File: config.mk
export PLATFORM = sky130hd
export DESIGN_NAME = poly_unpacker
export DESIGN_NICKNAME = d
export VERILOG_FILES = /design/src/rtl/poly_unpacker.sv
export SDC_FILE = /design/constraint.sdc
export NUM_CORES = 1
export LEC_CHECK = 0
export CAP_MARGIN = 30
export CORE_MARGIN = 3
export CORE_UTILIZATION = 52
export DETAILED_ROUTE_END_ITERATION = 16
export HOLD_SLACK_MARGIN = 0.02
export PLACE_DENSITY = 0.85
export SLEW_MARGIN = 20
export SYNTH_ARGS = -nofsm -noshare
export SYNTH_HDL_FRONTEND = slang
export SYNTH_SLANG_ARGS = --single-unit
export TNS_END_PERCENT = 30
File: constraint.sdc
create_clock -name clk -period 6.9 [get_ports clk]
set_clock_uncertainty 0.15 [all_clocks]
set_input_delay 2.07 -clock clk [delete_from_list [all_inputs] [get_ports clk]]
set_output_delay 2.07 -clock clk [all_outputs]
set_load 0.02 [all_outputs]
File: src/rtl/poly_unpacker.sv
// poly_unpacker: turns a 12-bit packed polynomial byte stream (3 bytes per
// coefficient pair) into indexed coefficient pairs for the accumulator,
// and paces each pair on the accumulator status. It also flags any
// coefficient that is not reduced modulo KYBER_Q.
module poly_unpacker #(
  parameter int KYBER_Q = 3329,
  parameter int NPAIRS  = 128,
  parameter int DW      = 16
) (
  input  logic          clk,
  input  logic          reset,
  input  logic          set,
  input  logic          start,
  input  logic [3:0]    cmd_in,
  input  logic [3:0]    acc_status,
  input  logic          byte_valid,
  input  logic [7:0]    byte_data,
  output logic          byte_ready,
  output logic [3:0]    cmd,
  output logic          readin,
  output logic [6:0]    addr_a,
  output logic [6:0]    addr_b,
  output logic [DW-1:0] data_a,
  output logic [DW-1:0] data_b,
  output logic          busy,
  output logic          done,
  output logic          range_err
);

  localparam logic [11:0] QMOD     = 12'(KYBER_Q);
  localparam logic [6:0]  LAST_IDX = 7'(NPAIRS - 1);

  typedef enum logic [2:0] {
    S_IDLE,
    S_B0,
    S_B1,
    S_B2,
    S_EMIT
  } state_t;

  state_t          state_q, state_d;
  logic [3:0]      cmd_q, cmd_d;
  logic [6:0]      cnt_q, cnt_d;
  logic [7:0]      b0_q, b0_d;
  logic [7:0]      b1_q, b1_d;
  logic [6:0]      addr_q, addr_d;
  logic [DW-1:0]   data_a_q, data_a_d;
  logic [DW-1:0]   data_b_q, data_b_d;
  logic            readin_q, readin_d;
  logic            busy_q, busy_d;
  logic            done_q, done_d;
  logic            range_err_q, range_err_d;
  logic [11:0]     c0, c1;
  logic            byte_acc;

  // Next-state logic: byte collection, pair emission and handshake pacing.
  always_comb begin
    // NOTE: every signal gets a default before any branch so no path leaves
    // it unassigned; an unassigned path would infer a latch.
    state_d     = state_q;
    cmd_d       = cmd_q;
    cnt_d       = cnt_q;
    b0_d        = b0_q;
    b1_d        = b1_q;
    addr_d      = addr_q;
    data_a_d    = data_a_q;
    data_b_d    = data_b_q;
    readin_d    = readin_q;
    busy_d      = busy_q;
    done_d      = done_q;
    range_err_d = range_err_q;
    byte_ready  = 1'b0;
    // The third byte completes the pair: low nibble of b1 tops c0, high
    // nibble of b1 is the bottom of c1.
    c0          = {b1_q[3:0], b0_q};
    c1          = {byte_data, b1_q[7:4]};
    byte_acc    = 1'b0;

    // With set low everything holds, including the done pulse.
    if (set) begin
      done_d     = 1'b0;
      byte_ready = (state_q == S_B0) || (state_q == S_B1) || (state_q == S_B2);
      byte_acc   = byte_ready && byte_valid;

      unique case (state_q)
        S_IDLE: begin
          if (start) begin
            cmd_d       = cmd_in;
            cnt_d       = '0;
            range_err_d = 1'b0;
            busy_d      = 1'b1;
            state_d     = S_B0;
          end
        end
        S_B0: begin
          if (byte_acc) begin
            b0_d    = byte_data;
            state_d = S_B1;
          end
        end
        S_B1: begin
          if (byte_acc) begin
            b1_d    = byte_data;
            state_d = S_B2;
          end
        end
        S_B2: begin
          if (byte_acc) begin
            data_a_d    = {{(DW-12){1'b0}}, c0};
            data_b_d    = {{(DW-12){1'b0}}, c1};
            addr_d      = cnt_q;
            readin_d    = 1'b1;
            range_err_d = range_err_q | (c0 >= QMOD) | (c1 >= QMOD);
            state_d     = S_EMIT;
          end
        end
        S_EMIT: begin
          if (acc_status == cmd_q) begin
            readin_d = 1'b0;
            if (cnt_q == LAST_IDX) begin
              done_d  = 1'b1;
              busy_d  = 1'b0;
              state_d = S_IDLE;
            end else begin
              cnt_d   = cnt_q + 7'd1;
              state_d = S_B0;
            end
          end
        end
        default: state_d = S_IDLE;
      endcase
    end
  end

  // State register; reset aborts any polynomial in flight immediately.
  always_ff @(posedge clk or posedge reset) begin
    if (reset) begin
      state_q     <= S_IDLE;
      cmd_q       <= '0;
      cnt_q       <= '0;
      b0_q        <= '0;
      b1_q        <= '0;
      addr_q      <= '0;
      data_a_q    <= '0;
      data_b_q    <= '0;
      readin_q    <= 1'b0;
      busy_q      <= 1'b0;
      done_q      <= 1'b0;
      range_err_q <= 1'b0;
    end else begin
      // NOTE: non-blocking updates so every register samples the pre-edge
      // value of every other register.
      state_q     <= state_d;
      cmd_q       <= cmd_d;
      cnt_q       <= cnt_d;
      b0_q        <= b0_d;
      b1_q        <= b1_d;
      addr_q      <= addr_d;
      data_a_q    <= data_a_d;
      data_b_q    <= data_b_d;
      readin_q    <= readin_d;
      busy_q      <= busy_d;
      done_q      <= done_d;
      range_err_q <= range_err_d;
    end
  end

  assign cmd       = cmd_q;
  assign readin    = readin_q;
  assign addr_a    = addr_q;
  assign addr_b    = addr_q;
  assign data_a    = data_a_q;
  assign data_b    = data_b_q;
  assign busy      = busy_q;
  assign done      = done_q;
  assign range_err = range_err_q;

endmodule

# --- Word level (Yosys, flattened, before mapping) ---
# Cells that the tools add are included.
classes:
  muxes: 25
  addsub: 1
  n_eq_ne: 13
  order_cmp: 2
  bitwise: 2
  reduce_logical: 16
op_table:
  columns: ["cell", "count"]
  rows:
  - ["$ge A12 B12 Y1 const B", 2]
  - ["$mux W7", 3]
  - ["$mux W3", 5]
  - ["$pmux W3 S5", 1]
  - ["$pmux W7 S2", 1]
  - ["$mux W1", 12]
  - ["$reduce_and A3 Y1", 4]
  - ["$reduce_and A5 Y1", 2]
  - ["$ne A2 B2 Y1 const B", 4]
  - ["$reduce_and A4 Y1", 2]
  - ["$add A7 B1 Y7 const B", 1]
  - ["$eq A7 B7 Y1 const B", 1]
  - ["$eq A3 B2 Y1 const B", 2]
  - ["$ne A2 B1 Y1 const B", 3]
  - ["$pmux W1 S2", 3]
  - ["$reduce_and A6 Y1", 1]
  - ["$reduce_bool A2 Y1", 3]
  - ["$eq A4 B4 Y1", 1]
  - ["$eq A3 B1 Y1 const B", 1]
  - ["$eq A3 B3 Y1 const B", 1]
  - ["$logic_not A3 Y1", 1]
  - ["$logic_or A1 B1 Y1", 2]
  - ["$or A1 B1 Y1", 2]
  - ["$logic_and A1 B1 Y1", 1]
word_totals:
  reg_bits: 65
  elab_cells: 71
  output_inout_bits: 55
  in_bits: 21

# --- Logic depth before layout (Yosys ltp) ---
# Gate-level depths: netlist of run 1.
depth:
  depth_word: 6
  mapped_depth: 6
  mapped_depth_nobuf: 5

# --- Worst setup path after synthesis of run 1 ---
# No wires, ideal clock.
synth_timing:
  path_kind: "input to output"
  startpoint: "input port set"
  endpoint: "output port byte_ready"
  path_stages: 3
  arrival_ps: 2612
  t_required_ps: 4680
  path_slack_ps: 2068
  path_cell_list: "buf_4 > nand2b_1 > nor2_1"
synth_between:
  elab_chain_len: 1
synth_rtl:
  columns: ["element", "line", "text"]
  rows:
  - ["start: declaration", "12", "input logic set,"]
  - ["$mux W1", "80", "if (set) begin"]
  - ["end: declaration", "18", "output logic byte_ready,"]
# No other way between the ends.

# --- Worst setup path after layout of run 1 ---
# Same ends and word-level chain as after synthesis.

==> results of run 1 <==
==> cell families after synthesis <==
family / after synthesis / share of synthesized area [%]
buffers and inverters: 27 / 5.98
flip-flops: 65 / 56.4
AO/OA/AOI/OAI: 27 / 6.76
adder cells (fa/ha/maj): 1 / 0.433
AND/OR/NAND/NOR: 38 / 8.89
XOR/XNOR: 4 / 1.21
other: 1 / 0.130
multiplexers: 52 / 20.2
==> power by group through the flow <==
stage / clock, mW / sequential [mW] / combinational (mW)
2_1_floorplan: 0 / 0.733 / 0.278
4_1_cts: 0.321 / 0.655 / 0.625
3_5_place_dp: 0 / 0.658 / 0.620
5_1_grt: 0.338 / 0.678 / 0.664
3_3_place_gp: 0 / 0.650 / 0.607
6_report: 0.318 / 0.653 / 0.621
==> critical path, cell delays in order <==
cell and delay [ns]:
sky130_fd_sc_hd__clkdlybuf4s50_1 0.64, sky130_fd_sc_hd__nand2b_1 0.18, sky130_fd_sc_hd__nor2_1 0.13, sky130_fd_sc_hd__clkdlybuf4s50_1 0.60
==> cell type report <==
type | instances | area, um^2 | share of cell area [%]
inverter | 6 | 22.5 | 0.601
multi-input combinational | 130 | 1110 | 29.7
sequential | 65 | 1630 | 43.4
clock buffer | 11 | 141 | 3.78
timing repair buffer | 69 | 698 | 18.6
tap | 70 | 87.6 | 2.34
clock inverter | 5 | 55.1 | 1.47
==> metrics by stage <==
stage	power [mW]	setup slack (ns)	util (%)	hold WS [ns]
2_1_floorplan	1.01	2.07	-	0.316
3_3_place_gp	1.26	1.10	67.4	0.320
3_5_place_dp	1.28	1.04	67.4	0.331
4_1_cts	1.60	1.04	71.1	0.347
5_1_grt	1.68	0.971	71.5	0.371
6_report	1.59	1.05	71.5	0.340
==> worst paths after layout <==
| path | startpoint | depth (start not counted) | slack (ns) | endpoint |
|---|---|---|---|---|
| min in group asynchronous | reset | 3 | 2.15 | cmd[3] |
| setup / recovery | set | 4 | 1.05 | byte_ready |
| setup reg to reg | state_q[2] | 4 | 4.96 | b1_q[5] |
| hold reg to reg | readin | 1 | 0.34 | readin |
| max in group asynchronous | reset | 3 | 3.93 | b0_q[0] |
| hold / removal | readin | 1 | 0.34 | readin |
==> Yosys cell counts (4+ instances only) <==
library cell,n,area (um^2)
sky130_fd_sc_hd__buf_4,18,135
sky130_fd_sc_hd__nand2_1,5,18.8
sky130_fd_sc_hd__mux2_2,50,563
sky130_fd_sc_hd__dfrtp_1,65,1630
sky130_fd_sc_hd__inv_1,6,22.5
sky130_fd_sc_hd__a31oi_1,6,37.5
sky130_fd_sc_hd__nand3_1,9,45.0
sky130_fd_sc_hd__xnor2_1,4,35.0
==> routing by layer <==
metal	GRT usage [%]	vias to the layer above
met1	28.2	952
met2	28.1	65
met4	9.63	0
met5	0	-
met3	4.48	11
li1	-	898
==> sequential cells by signal, indices dropped and copies added (netlist names) <==
signal	flops
done	1
busy	1
cmd	4
b1_q	8
range_err	1
addr_a	7
b0_q	8
data_b	12
readin	1
cnt_q	7
data_a	12
state_q	3
==> layout by cell type, fill, tap and decap left out, types with 3 or more instances in the layout <==
| master | count |
|---|---|
| sky130_fd_sc_hd__conb_1 | 8 |
| sky130_fd_sc_hd__or4_1 | 3 |
| sky130_fd_sc_hd__a21o_1 | 3 |
| sky130_fd_sc_hd__inv_1 | 5 |
| sky130_fd_sc_hd__o21ai_0 | 3 |
| sky130_fd_sc_hd__nand2b_1 | 3 |
| sky130_fd_sc_hd__nand2_1 | 5 |
| sky130_fd_sc_hd__mux2_2 | 50 |
| sky130_fd_sc_hd__dfrtp_1 | 65 |
| sky130_fd_sc_hd__nand3_1 | 9 |
| sky130_fd_sc_hd__a31oi_1 | 6 |
| sky130_fd_sc_hd__xnor2_1 | 4 |
| sky130_fd_sc_hd__clkbuf_8 | 10 |
| sky130_fd_sc_hd__nor2_1 | 3 |
| sky130_fd_sc_hd__clkdlybuf4s50_1 | 67 |
==> impl_results.rst, run 1 <==
.. list-table::
   :header-rows: 1

   * - Metric
     - Value
   * - Run status
     - finished, final reports clean
   * - Highest metal layer used by the detailed router
     - met4
   * - Hold violation count in the final report
     - 0
   * - Total CTS buffers
     - 9
   * - Post-route cell area
     - between 0.003 and 0.004 mm^2
   * - DPL Wire Length
     - roughly 4000 um
   * - Post-cts gate resize count
     - 0
   * - Detailed-route via count
     - roughly 1900
   * - Async set-or-reset flop fraction in the synthesized netlist
     - 100%
   * - TritonRoute pass-1 iters
     - 4
   * - Required arrival time at the worst endpoint
     - 4.68 ns
   * - Clock network power share
     - approximately a fifth
   * - Std cell rows
     - 26
   * - Number of global-route vias before repair
     - between 1500 and 2000
   * - Number of enable-type register cells in the synthesized netlist
     - 0
   * - Sequential fraction of design power
     - between 40% and 50%
   * - Clock-pin slew on the worst setup and hold paths
     - 0.07 ns
   * - Highest clock frequency the design can meet
     - 0.171 GHz
   * - Routed WL
     - 5780 um
   * - Quantity of I/O buffers inserted on ports
     - 67
   * - Total standard cell area after synthesis
     - 0.00289 mm^2
   * - Synth Instances
     - 215
   * - Growth of design area from synthesis to finish
     - 29.7%
   * - Routed length on met3
     - ~330 um
   * - CTS Root Cell
     - sky130_fd_sc_hd__clkbuf_8
   * - Routed length per placed instance
     - 16.2 um
   * - Crit share post-route
     - 84.8%
   * - First-pass GRT wire length
     - between 9000 and 10000 um
   * - Count of filler cells inserted in the layout
     - 352
   * - Worst Path Arrival
     - between 3 and 4 ns
   * - Setup repair after global routing missed its margin
     - no
   * - Setup CP Type
     - in -> out
   * - Number of post-CTS setup repair buffers
     - 0
   * - Final total negative setup slack
     - 0 ns
   * - Crit path time final
     - approximately 6 ns
   * - Combinational power share
     - between 30% and 40%
   * - Non-Filler Instances
     - 356
   * - Ant diodes
     - 0
   * - Part of the Yosys area used for sequential elements
     - approximately 56%
   * - Die area
     - 0.00648 mm^2
   * - Power Density
     - 425 mW/mm^2
   * - Post-synthesis sequential element count
     - between 60 and 70
   * - TritonCTS clock tree
     - done
   * - Fraction of layout cells with a size suffix above 1
     - a little over a quarter
   * - Depth of the CTS H-tree
     - 3
   * - Internal power
     - ~1.0 mW
   * - Setup violators final
     - 0
   * - Top flip-flop cell by instance count after synthesis
     - sky130_fd_sc_hd__dfrtp_1
   * - Leak Pwr
     - around 1.6 nW
   * - GR Overflow Total
     - 0
   * - Worst hold-check path type
     - reg -> reg
   * - Total global-route track usage
     - ~20%
   * - Metal2 WL
     - roughly 2700 um
   * - Max Root-Sink Buffers
     - 2
   * - Die X
     - approximately 81 um
   * - Initial Util
     - a little under three fifths
   * - Fin nets
     - just over 300
   * - Count of clock tree sinks
     - 65
   * - Crit Path Max Fanout
     - 10
   * - Number of placed instances, taps included
     - between 300 and 400
   * - DR iter-0 viols
     - around 130
   * - Max-Cap Viols
     - 0
   * - Drt via density
     - 5.41
   * - Crit path capture type
     - output port
   * - Startpoint type of the worst setup path
     - primary input
   * - Switching part of the total power
     - approximately a third
   * - Number of antenna violations at the first check in global routing
     - 0
   * - Post-Place Cell Area
     - around 0.0035 mm^2
   * - Final RePlAce weighted congestion
     - about 0.83
   * - Slew at the pin with the worst max-slew slack
     - approximately 0.80 ns
   * - IR drop worst, VDD
     - 0.000304 V
   * - IO Pins
     - 76
   * - Pins Over Slew Limit
     - 0
   * - Chip height
     - about 81 um
   * - ANT nets after route
     - 0
   * - Clock network latency to the later pin of the worst-skew pair
     - around 0.33 ns
   * - Warnings, synthesis
     - 0
   * - Synth unique cells
     - 40
   * - Maximum number of pins on one net before global-route repair
     - 66
   * - Sum of routed wire segments on met1
     - roughly 2600 um
   * - Rel. slew slack
     - approximately 47%
   * - Net Sw Power
     - 545 uW
   * - Avg Inst Size Synth
     - about 13 um^2
   * - Residual DRC count
     - 0
   * - Placeable core area
     - 0.00524 mm^2
   * - Hold buffers post-CTS
     - 0
Power figures use the tool's default switching activity.
==> inputs of run 2 (changes only) <==
Settings changed: CORE_UTILIZATION 52 to 44, PLACE_DENSITY 0.85 to 0.76.
Clock period 6.9 ns to 5 ns, I/O delays scaled along.
==> run 2 against run 1 <==
  * Via count decreased by 0.21%
  * Clock power increased by 19%
  * Worst setup slack got worse by 0.52 ns
  * Critical path depth unchanged
  * Hold slack got worse by 0.013 ns
  * Sequential power increased by 38%
  * Global-route usage decreased by 3.0 points
  * First-iteration DRC count increased by 13%
  * Routed wire length about the same
  * Core utilization decreased by 11 points
==> impl_results.rst, run 2 (synthesized netlist as in run 1, its figures left out) <==
.. list-table::
   :header-rows: 1

   * - Metric
     - Value
   * - Std cell rows
     - 28 (+7.7%)
   * - Fin nets
     - 304 (+0.33%)
   * - Total CTS buffers
     - 9 (unchanged)
   * - Ant diodes
     - 0 (unchanged)
   * - Global Route met1 Usage
     - 24.2% (-4.1 points)
   * - Leak Pwr
     - 1.59 nW (-0.68%)
   * - Clock network power share
     - 17.8% (-2.2 points)
   * - Final standard cell utilization of the core
     - 60.6% (-11 points)
   * - Initial Util
     - 47.1% (-8.0 points)
   * - Non-Filler Instances
     - 360 (+1.1%)
   * - Last element of the critical path
     - byte_ready
   * - Hold buffers post-CTS
     - 0 (unchanged)
   * - Critical path startpoint
     - set
   * - Drt via density
     - 5.34 (-1.3%)
   * - Quantity of I/O buffers inserted on ports
     - 67 (unchanged)
   * - DR iter-0 viols
     - 144 (+13%)
   * - GR Overflow Total
     - 0 (unchanged)
   * - ANT nets after route
     - 0 (unchanged)
   * - Growth of design area from synthesis to finish
     - 28.6%
   * - Minimum setup slack among reg-to-reg paths
     - 3.03 ns (-1.93 ns)
   * - Max Root-Sink Buffers
     - 2 (unchanged)
   * - Detailed-route via count
     - 1922 (-0.21%)
   * - Reg2Reg Launch Point
     - state_q[0]
   * - Number of post-CTS setup repair buffers
     - 0 (unchanged)
   * - Crit path time final
     - between 4 and 5 ns
   * - Max-Cap Viols
     - 0 (unchanged)
   * - Chip height
     - 87.0 um (+8.1%)
   * - Highest clock frequency the design can meet
     - 0.224 GHz
   * - Rel. slew slack
     - 46.8% (+0.19 points)
   * - Maximum number of pins on one net before global-route repair
     - 40 (-39%)
   * - Depth of the CTS H-tree
     - 3 (unchanged)
   * - Switching part of the total power
     - 33.9% (-0.32 points)
   * - Most frequent standard cell in the layout excluding fill and tap cells
     - sky130_fd_sc_hd__clkdlybuf4s50_1
   * - Fraction of layout cells with a size suffix above 1
     - 25.6% (-0.96 points)
   * - Clock-pin slew on the worst setup and hold paths
     - 0.06 ns (about the same)
   * - Net Sw Power
     - 719 uW (+32%)
   * - CTS Root Cell
     - sky130_fd_sc_hd__clkbuf_8
   * - M3 GR Usage
     - 3.60% (-0.89 points)
   * - Run status
     - finished, final reports clean
   * - Post-cts gate resize count
     - 0 (unchanged)
   * - Global-route layer with the greatest usage
     - met1
   * - Clock network latency to the later pin of the worst-skew pair
     - 0.33 ns (about the same)
   * - Pins Over Slew Limit
     - 0 (unchanged)
   * - Routed WL
     - 5770 um (about the same)
   * - First-pass GRT wire length
     - 9490 um (+0.22%)
   * - Combinational power share
     - 39.9% (+0.9 points)
   * - Count of clock tree sinks
     - 65 (unchanged)
   * - Endpoint of the lowest-slack register-to-register path
     - data_b[8]
   * - Setup violators final
     - 0 (unchanged)
   * - Sequential fraction of design power
     - 42.3% (+1.3 points)
   * - Number of global-route vias before repair
     - 1895 (+1.7%)
   * - Count of cells along the worst hold path
     - 1 (unchanged)
   * - Number of placed instances, taps included
     - 346 (+2.1%)
   * - Setup repair after global routing missed its margin
     - no
   * - Top library cells by usage in the layout, fill and taps aside
     - sky130_fd_sc_hd__clkdlybuf4s50_1, sky130_fd_sc_hd__dfrtp_1, sky130_fd_sc_hd__mux2_2
   * - IO Pins
     - 76 (unchanged)
   * - Count of filler cells inserted in the layout
     - 472 (+34%)
   * - Hold violation count in the final report
     - 0 (unchanged)
   * - Slew at the pin with the worst max-slew slack
     - 0.797 ns (-0.00402 ns)
   * - M2 GR Usage
     - 23.4% (-4.7 points)
   * - Die area
     - 0.00757 mm^2 (+17%)
   * - Placeable core area
     - 0.00613 mm^2 (+17%)
   * - Crit path capture type
     - output port
   * - Final total negative setup slack
     - 0 ns (unchanged)
   * - Crit Path Max Fanout
     - 2 (-8)
   * - Number of antenna violations at the first check in global routing
     - 0 (unchanged)
   * - Final RePlAce weighted congestion
     - 0.850 (+2.1%)
   * - Total global-route track usage
     - 16.6% (-3.0 points)
   * - IR drop worst, VDD
     - 0.000361 V (+19%)
   * - Power Density
     - 572 mW/mm^2 (+34%)
   * - Startpoint type of the worst setup path
     - primary input
   * - Worst hold-check path type
     - reg -> reg
   * - Routed length per placed instance
     - 16.0 um (-1.1%)
   * - Worst Path Arrival
     - 2.82 ns (-0.81 ns)
   * - Crit share post-route
     - about nine tenths
   * - Residual DRC count
     - 0 (unchanged)
   * - Required arrival time at the worst endpoint
     - 3.35 ns (-1.33 ns)
   * - Reg2reg path depth
     - 4 (unchanged)
   * - Setup CP Type
     - in -> out
   * - Internal power
     - 1.40 mW (+34%)
   * - TritonCTS clock tree
     - done
   * - TritonRoute pass-1 iters
     - 4 (unchanged)
   * - Die X
     - 87.0 um (+8.1%)
   * - DPL Wire Length
     - 4090 um (+4.0%)
[run 2: cell types whose count changed in the layout (fill, tap and decap cells not counted), moves of 2 or more]
cell / change
sky130_fd_sc_hd__buf_4: +2
sky130_fd_sc_hd__clkbuf_1: +2
sky130_fd_sc_hd__clkinv_2: -2
sky130_fd_sc_hd__clkinvlp_4: -2
[run 2: routing by layer]
layer / vias to the layer above / part of all wire (%)
met2: 65 / 46
met1: 950 / 47
met4: 0 / 1.9
li1: 898 / -
met3: 9 / 4.8
met5: - / 0
[run 2: through the flow]
stage / power [mW] / instance area, um^2 / setup WS [ns] / hold slack (ns)
detailed placement: 1.76 / 3550 / 0.521 / 0.320
finish: 2.12 / 3710 / 0.535 / 0.327
global placement: 1.74 / 3550 / 0.541 / 0.313
global route: 2.25 / 3710 / 0.461 / 0.368
CTS: 2.15 / 3710 / 0.513 / 0.334
floorplan: 1.40 / 2910 / 1.31 / 0.316
[run 2: critical path, cell delays in order]
cell and delay (ns):
sky130_fd_sc_hd__clkdlybuf4s50_1 0.49, sky130_fd_sc_hd__nand2b_1 0.11, sky130_fd_sc_hd__nor2_1 0.11, sky130_fd_sc_hd__clkdlybuf4s50_1 0.60
[run 2: worst min path at each step]
| stage | startpoint | endpoint | slack [ns] |
|---|---|---|---|
| CTS | readin | readin | 0.33 |
| detailed placement | readin | readin | 0.32 |
| global route | readin | readin | 0.37 |
| finish | readin | readin | 0.33 |
| global placement | readin | readin | 0.31 |
| floorplan | cnt_q[6] | cnt_q[6] | 0.32 |
[run 2: power by group through the flow]
| stage | registers [mW] | clock network (mW) | logic (mW) |
|---|---|---|---|
| 2_1_floorplan | 1.01 | 0 | 0.384 |
| 3_5_place_dp | 0.906 | 0 | 0.853 |
| 3_3_place_gp | 0.901 | 0 | 0.840 |
| 6_report | 0.898 | 0.378 | 0.846 |
| 4_1_cts | 0.900 | 0.388 | 0.858 |
| 5_1_grt | 0.930 | 0.411 | 0.909 |
[run 2: area by class of cell]
type	count	area (um^2)	share of cell area, %
multi-input combinational	130	1110	30.0
tap	75	93.8	2.53
inverter	6	22.5	0.607
timing repair buffer	70	693	18.7
clock buffer	14	163	4.38
sequential	65	1630	43.8
